**config.mk**
```make
export PLATFORM = sky130hd
export DESIGN_NAME = configurable_demux
export DESIGN_NICKNAME = d
export VERILOG_FILES = /design/src/rtl/configurable_demux_pkg.sv /design/src/rtl/demux_onehot_decoder.sv /design/src/rtl/configurable_demux.sv
export SDC_FILE = /design/constraint.sdc
export NUM_CORES = 1
export LEC_CHECK = 0
export BUFFER_PORTS_ARGS = -buffer_cell sky130_fd_sc_hd__buf_2
export CORE_MARGIN = 1.5
export CORE_UTILIZATION = 40
export DETAILED_ROUTE_END_ITERATION = 8
export GPL_ROUTABILITY_DRIVEN = 0
export PLACE_DENSITY = 0.68
export SLEW_MARGIN = 15
export SYNTH_ARGS = -nofsm -noshare
export SYNTH_HDL_FRONTEND = slang
export SYNTH_SLANG_ARGS = --single-unit
```
**constraint.sdc**
```tcl
create_clock -name clk_i -period 3.7 [get_ports clk_i]
set_input_delay 0.185 -clock clk_i [delete_from_list [all_inputs] [get_ports clk_i]]
set_output_delay 0.185 -clock clk_i [all_outputs]
set_load 0.01 [all_outputs]
```
**src/rtl/configurable_demux_pkg.sv**
```systemverilog
// configurable_demux_pkg: shared defaults and helpers for the
// registered 1-to-N demultiplexer.
// Contents: DEMUX_SEL_WIDTH_DEF, DEMUX_DATA_WIDTH_DEF, lanes().
package configurable_demux_pkg;

   localparam int DEMUX_SEL_WIDTH_DEF  = 2;
   localparam int DEMUX_DATA_WIDTH_DEF = 32;

   // Number of output lanes addressed by a select of sel_width bits.
   function automatic int lanes(input int sel_width);
      return 1 << sel_width;
   endfunction

endpackage

```
**src/rtl/demux_onehot_decoder.sv**
```systemverilog
// demux_onehot_decoder: combinational select -> one-hot decoder.
// Ports: sel_i (lane index), en_i (enable), onehot_o (N bits,
// all zero when en_i is low).
module demux_onehot_decoder
   import configurable_demux_pkg::*;
#(
   parameter int SEL_WIDTH = DEMUX_SEL_WIDTH_DEF
) (
   input  logic [SEL_WIDTH-1:0]        sel_i,
   input  logic                        en_i,
   output logic [lanes(SEL_WIDTH)-1:0] onehot_o
);

   always_comb begin
      onehot_o = '0;
      if (en_i) begin
         // sel_i spans exactly N lanes, so every index is in range.
         onehot_o[sel_i] = 1'b1;
      end
   end

endmodule

```
**src/rtl/configurable_demux.sv**
```systemverilog
// configurable_demux: registered 1-to-2**SEL_WIDTH demultiplexer.
// Ports: clk_i, rst_i (async, active high), data_i, sel_i,
// valid_i in; data_o (N lanes), valid_o (one-hot) out.
// Macro CONFIGURABLE_DEMUX_HOLD_EN: unselected lanes keep
// their last value instead of clearing to zero.
module configurable_demux
   import configurable_demux_pkg::*;
#(
   parameter int SEL_WIDTH  = DEMUX_SEL_WIDTH_DEF,
   parameter int DATA_WIDTH = DEMUX_DATA_WIDTH_DEF
) (
   input  logic                        clk_i,
   input  logic                        rst_i,
   input  logic [DATA_WIDTH-1:0]       data_i,
   input  logic [SEL_WIDTH-1:0]        sel_i,
   input  logic                        valid_i,
   output logic [lanes(SEL_WIDTH)-1:0]
                [DATA_WIDTH-1:0]       data_o,
   output logic [lanes(SEL_WIDTH)-1:0] valid_o
);

   localparam int N = lanes(SEL_WIDTH);

   logic [N-1:0]                 hit;
   logic [N-1:0][DATA_WIDTH-1:0] lane_q;
   logic [N-1:0]                 valid_q;

   // One decode drives both the lane write enables and valid_o,
   // so the two can never disagree.
   demux_onehot_decoder #(
      .SEL_WIDTH (SEL_WIDTH)
   ) u_dec (
      .sel_i    (sel_i),
      .en_i     (valid_i),
      .onehot_o (hit)
   );

   always_ff @(posedge clk_i or posedge rst_i) begin
      if (rst_i) begin
         lane_q  <= '0;
         valid_q <= '0;
      end else begin
         valid_q <= hit;
         for (int k = 0; k < N; k++) begin
            if (hit[k]) begin
               lane_q[k] <= data_i;
            end else begin
`ifdef CONFIGURABLE_DEMUX_HOLD_EN
               lane_q[k] <= lane_q[k];
`else
               lane_q[k] <= '0;
`endif
            end
         end
      end
   end

   assign data_o  = lane_q;
   assign valid_o = valid_q;

`ifndef SYNTHESIS
   // An unknown select on a valid transfer is a caller bug.
   sel_known_a : assert property (
      @(posedge clk_i) disable iff (rst_i)
      valid_i |-> !$isunknown(sel_i)
   ) else $error("sel_i unknown while valid_i high");
`endif

endmodule

```
==> flow_summary.ini, run 1 <==
[outcome]
status = finished, violations left
violations = negative hold slack

[clock_tree]
cts_hold_buffers = 0
cts_tree = yes
cts_made_buffers = 17
post_cts_buffers = 0
cts_resized = 0
htreeDepth = 4
root_buffer = clkbuf_16
cts_num_sinks = 132
clockBufferDepth = 2
clk_pin_slew_ps = 50

[floorplan]
initial_core_util_pct = 41.22
die_h_um = 114.5
core_um2 = 12060
rows = 40
die_width_um = 114.5
ios = 169
die_area_um2 = 13110

[sta]
rsz0062_at_grt = no
setup_viol = 0
finalCritPeriodShare_pct = 39.02
tightestPinTransition_ps = 928.2
whs_ps = -17.31
hold_violations = 28
slew_violations = 0
setup-tns-final_ps = 0
max_freq_ghz = 0.6927
relSlewSlack_pct = 38.12
min_period_ps = 1444

[global_routing]
grt_max_degree = 133
gr-total-overflow = 0
antenna_found_initial = 0
grt_pass1_vias = 2906
grt_pass1_wl_mm = 14.99
grtUsageTotal_pct = 15.17

[setup_path]
crit_fanout = 71
worst-path-buf-inv = 2
path_class = in -> reg
path_cells = buf_2, buf_4, and4bb_2
crit_arrival_ps = 1730
critPathLaunch = sel_i[1]
startpoint_type = primary input
required_ps = 3980
cp.depth = 3
cp_slowest_cell = buf_2
critical_path.top_delay_family = buffers and inverters
crit_end = data_o[21]
endpoint_kind = flip-flop
slowest_delay_ps = 700

[routing]
vias = 3161
drc = 0
vias_per_cell = 4.978
first_pass_iters = 4
ant_nets = 0
wirelength_mm = 9.744
drt_iter0_drc = 217
routedWlPerCell_um = 15.34

[power]
vdd_drop_max_mv = 0.1757
seqPwrFrac_pct = 46.3
switching_share_pct = 21.13
p_clk_share_pct = 47.1
powerDensity_nw_per_um2 = 512.1
power_leakage_nw = 3.597
p_int_w = 0.002545
power_w = 0.003227
combPwrFrac_pct = 6.6
p_sw_w = 0.0006820

[min_path]
min_path_type = in -> async

[placed_design]
placed_area_um2 = 5757
dp_hpwl_mm = 6.054
io_buffers = 168

[finish]
n_antenna_cell = 0
drive_gt1_share_pct = 49.46
fin_nets = 493
area_delta_synth_final_pct = 26.75
fin_area_um2 = 6302
fillers = 1027

[yosys]
synth_fp_nets = 344
synth_top_area_share_pct = 66.43
ys_ff_latch = 132
seq_area_frac_synth_pct = 66.43
yosys.area.top_type = dfrtp_1
ys_top_cells_by_area = dfrtp_1 66%, and4b_1 13%, and4bb_2 8.1%, and4_1 5.6%, buf_8 2.4%
syn_avg_cell_area_um2 = 16.20
synth.cell_area_um2 = 4972
synthCells = 307
synth_cell_types = 13
synth_warnings = 0

[flow_run]
drv_cap = 0
-- metal layers --
metal | track usage, % | wire, um | vias up | share of wire [%]
li1 | - | - | 1464 | -
met1 | 18.36 | 4246 | 1565 | 44
met2 | 23.55 | 4677 | 113 | 48
met3 | 5.664 | 552 | 17 | 5.7
met4 | 8.167 | 220 | 2 | 2.3
met5 | 0 | 46 | - | 0.47
-- registers in the layout, indices dropped and copies added, names as in the netlist --
name	cells
data_o	128
valid_o	4
-- cells in the final DEF (no fill, tap or decap) --
cell type and n:
clkbuf_8 4, and4_1 32, bufinv_16 1, and4b_1 64, buf_4 3, nor3b_1 1
clkbuf_16 17, clkinvlp_4 1, clkinv_2 4, clkbuf_1 4, dfrtp_1 132, buf_12 1
buf_2 168, and4bb_2 32, and3b_1 2, and3_1 1
-- worst min path at each step --
stage | startpoint | endpoint | slack [ps] | cells after the start
floorplan | data_i[23] | data_o[119] | 370 | 1
global placement | rst_i | data_o[59] | 440 | 3
detailed placement | rst_i | data_o[59] | 450 | 3
CTS | rst_i | data_o[59] | 10 | 3
global route | rst_i | data_o[124] | 40 | 3
finish | rst_i | data_o[59] | -20 | 3
-- power groups by stage --
| stage | registers (W) | clock network, W | logic (W) |
|---|---|---|---|
| 3_3_place_gp | 0.00152 | 0 | 0.000212 |
| 6_report | 0.00149 | 0.00152 | 0.000213 |
| 4_1_cts | 0.00149 | 0.00156 | 0.000217 |
| 2_1_floorplan | 0.00154 | 0 | 0.000123 |
| 3_5_place_dp | 0.00152 | 0 | 0.000217 |
| 5_1_grt | 0.00149 | 0.00163 | 0.000237 |
-- final cells by class --
cell class                      count  area (um^2)  share of cell area [%]
Clock inverter                      5        50.05                  0.7941
Timing Repair Buffer              172        883.3                   14.02
Sequential cell                   132         3303                   52.41
Inverter                            1        7.507                  0.1191
Clock buffer                       25        495.5                   7.862
Multi-Input combinational cell    132         1353                   21.46
Tap cell                          168        210.2                   3.335
-- synth_stat cells, drive strengths merged --
cell,number
dfrtp,132
and4b,64
and4,32
and4bb,32
buf,27
clkbuf,15
and3b,2
and3,1
inv,1
nor3b,1
-- through the flow --
step | std cells | utilization [%] | setup WS [ps]
floorplan | 307 | - | 1878
global placement | 605 | 47.73 | 1927
detailed placement | 605 | 47.73 | 1842
CTS | 635 | 52.25 | 2292
global route | 635 | 52.25 | 2144
finish | 635 | 52.25 | 2256
-- logic make-up (layout without fill, tap and decap cells) --
logic type	after synthesis	after routing	share of synthesized area (%)
buffers and inverters	43	203	6.366
and+or+nand+nor	132	132	27.20
DFF	132	132	66.43
No activity file was read; power rests on OpenSTA's default activity.
==> inputs of run 2 (changes only) <==
--- a/config.mk
+++ b/config.mk
@@ -5,12 +5,13 @@
 export SDC_FILE = /design/constraint.sdc
 export NUM_CORES = 1
 export LEC_CHECK = 0
+export ABC_AREA = 1
 export BUFFER_PORTS_ARGS = -buffer_cell sky130_fd_sc_hd__buf_2
 export CORE_MARGIN = 1.5
 export CORE_UTILIZATION = 40
 export DETAILED_ROUTE_END_ITERATION = 8
 export GPL_ROUTABILITY_DRIVEN = 0
-export PLACE_DENSITY = 0.68
+export PLACE_DENSITY = 0.69
 export SLEW_MARGIN = 15
 export SYNTH_ARGS = -nofsm -noshare
 export SYNTH_HDL_FRONTEND = slang
==> constraint.sdc (replaced) <==
create_clock -name clk_i -period 1.45 [get_ports clk_i]
set_input_delay 0.0725 -clock clk_i [delete_from_list [all_inputs] [get_ports clk_i]]
set_output_delay 0.0725 -clock clk_i [all_outputs]
set_load 0.01 [all_outputs]
==> flow_summary.ini, run 2 <==
[finish]
multi_input_area_um2 = 503.0
final_common_cell = buf_2
fin_nets = 571
final_cells = 679
fillers = 785
layout_common_cells = 168 x buf_2, 132 x dfrtp_1, 129 x nor2_1, 38 x inv_1, 33 x dlygate4sd3_1
n_antenna_cell = 0
drive_gt1_share_pct = 37.91
largest_reg_flops = 128
area_delta_synth_final_pct = 48.67
seqCellArea_um2 = 3303

[floorplan]
rows = 36
die_area_um2 = 10640
die_width_um = 103.2
core_um2 = 9729
initial_core_util_pct = 41.24
die_h_um = 103.2
ios = 169

[min_path]
hold_start = valid_i
min_path_type = in -> reg
whs_path_depth = 4
whs_endpoint = valid_o[0]

[setup_path]
path_class = reg -> out
cp_slowest_cell = dfrtp_1
worst-path-buf-inv = 1
startpoint_type = flip-flop
required_ps = 1380
critical_path.top_delay_family = flip-flops
path_cells = buf_2
crit_fanout = 1
slowest_delay_ps = 390
endpoint_kind = output port
crit_arrival_ps = 1030

[outcome]
status = completed

[clock_tree]
cts_made_buffers = 17
cts_resized = 0
cts_num_sinks = 132
htreeDepth = 4
clockBufferDepth = 2
clk_pin_slew_ps = 50
root_buffer = clkbuf_8
cts_tree = yes

[yosys]
ys_ff_latch = 132
synth_top_area_share_pct = 82.32
synth_warnings = 0
ys_top_cells_by_area = dfrtp_1 82%, nor2_1 12%, inv_1 3.6%, buf_2 1.5%, nand3_1 0.37%
synth_cell_types = 6
synth.most_common_cell = dfrtp_1
seq_area_frac_synth_pct = 82.32
synth_common_cells = 132 x dfrtp_1, 129 x nor2_1, 39 x inv_1
synth-edff-count = 0
syn_avg_cell_area_um2 = 12.70
synthCells = 316
synth.cell_area_um2 = 4013
synth_fp_nets = 353
synthFlopType = dfrtp_1
yosys.area.top_type = dfrtp_1
async_reset_ff_share_pct = 100.0

[sta]
whs_ps = 52.32
tightestPinTransition_ps = 486.0
setup_viol = 0
min_period_ps = 1105
hold_violations = 0
finalCritPeriodShare_pct = 76.18
worst_slack_ps = 345.4
max_freq_ghz = 0.9053
slew_violations = 0
relSlewSlack_pct = 67.53
rsz0062_at_grt = no

[routing]
routedWlPerCell_um = 14.13
vias = 2892
first_pass_iters = 6
wirelength_mm = 9.595
ant_nets = 0
drt_iter0_drc = 110
vias_per_cell = 4.259
drc = 0

[placed_design]
io_buffers = 168
dp_slack_ps = 645.3
dp_hpwl_mm = 6.179
place_inst = 615

[power]
seqPwrFrac_pct = 45.4
powerDensity_nw_per_um2 = 1406
switching_share_pct = 21.06
p_clk_share_pct = 48.4
power_leakage_nw = 3.633
combPwrFrac_pct = 6.2
p_int_w = 0.006623
p_sw_w = 0.001767
vdd_drop_max_mv = 0.6682

[global_routing]
grt.busiest_layer = met2
grtUsageTotal_pct = 19.08
met3_usage_pct = 7.186
use_met2_pct = 33.35
antenna_found_initial = 0
grt_use_met1_pct = 20.23
grt_max_degree = 63
grt_pass1_vias = 2973
grt_pass1_wl_mm = 14.52
gr-total-overflow = 0

[flow_run]
drv_cap = 0
## run 2: through the flow
stage | total power [W] | TNS (ps) | util (%) | area [um^2]
2_1_floorplan | 0.004095 | -34280 | - | 4016
3_3_place_gp | 0.004310 | 0 | 52.04 | 5064
3_5_place_dp | 0.004323 | 0 | 52.04 | 5064
4_1_cts | 0.008492 | 0 | 61.32 | 5966
5_1_grt | 0.008724 | 0 | 61.32 | 5966
6_report | 0.008391 | 0 | 61.32 | 5966
## run 2: power groups by stage
| stage | combinational, W | clock (W) | sequential [W] |
|---|---|---|---|
| 6_report | 0.000520 | 0.00406 | 0.00381 |
| 5_1_grt | 0.000582 | 0.00433 | 0.00381 |
| 4_1_cts | 0.000525 | 0.00416 | 0.00381 |
| 3_5_place_dp | 0.000453 | 0 | 0.00387 |
| 3_3_place_gp | 0.000444 | 0 | 0.00387 |
| 2_1_floorplan | 0.000172 | 0 | 0.00392 |
## run 2: area by class of cell
type,instances,area share (%)
Clock buffer,21,7.362
Clock inverter,10,2.223
Inverter,39,2.517
Multi-Input combinational cell,133,8.431
Sequential cell,132,55.37
Tap cell,133,2.789
Timing Repair Buffer,211,21.31
## run 2: how the worst max path moves through the flow
stage,slack (ps),end,cells past startpoint,from
2_1_floorplan,-260,data_o[0],1,rst_i
3_3_place_gp,670,data_o[60],5,sel_i[1]
3_5_place_dp,650,data_o[64],5,sel_i[0]
4_1_cts,300,data_o[122],1,data_o[122]
5_1_grt,300,data_o[122],1,data_o[122]
6_report,350,data_o[4],1,data_o[4]
## run 2: metal layers
metal	routed length (um)	vias up	share of wire [%]
li1	-	1353	-
met1	3704	1406	39
met2	5108	118	53
met3	605	15	6.3
met4	177	0	1.8
met5	0	-	0
## run 2: kinds of logic (layout without fill, tap and decap cells)
kind of cell / count (synthesis) / after routing / share of synthesized area, %
buf+inv: 51 / 281 / 5.145
flops: 132 / 132 / 82.32
simple gates: 133 / 133 / 12.53
## run 2: repair_timing
item                                   CTS  global route
endpoints found under the hold margin  260             0
buffers inserted                         0             0
hold buffers                            33             0
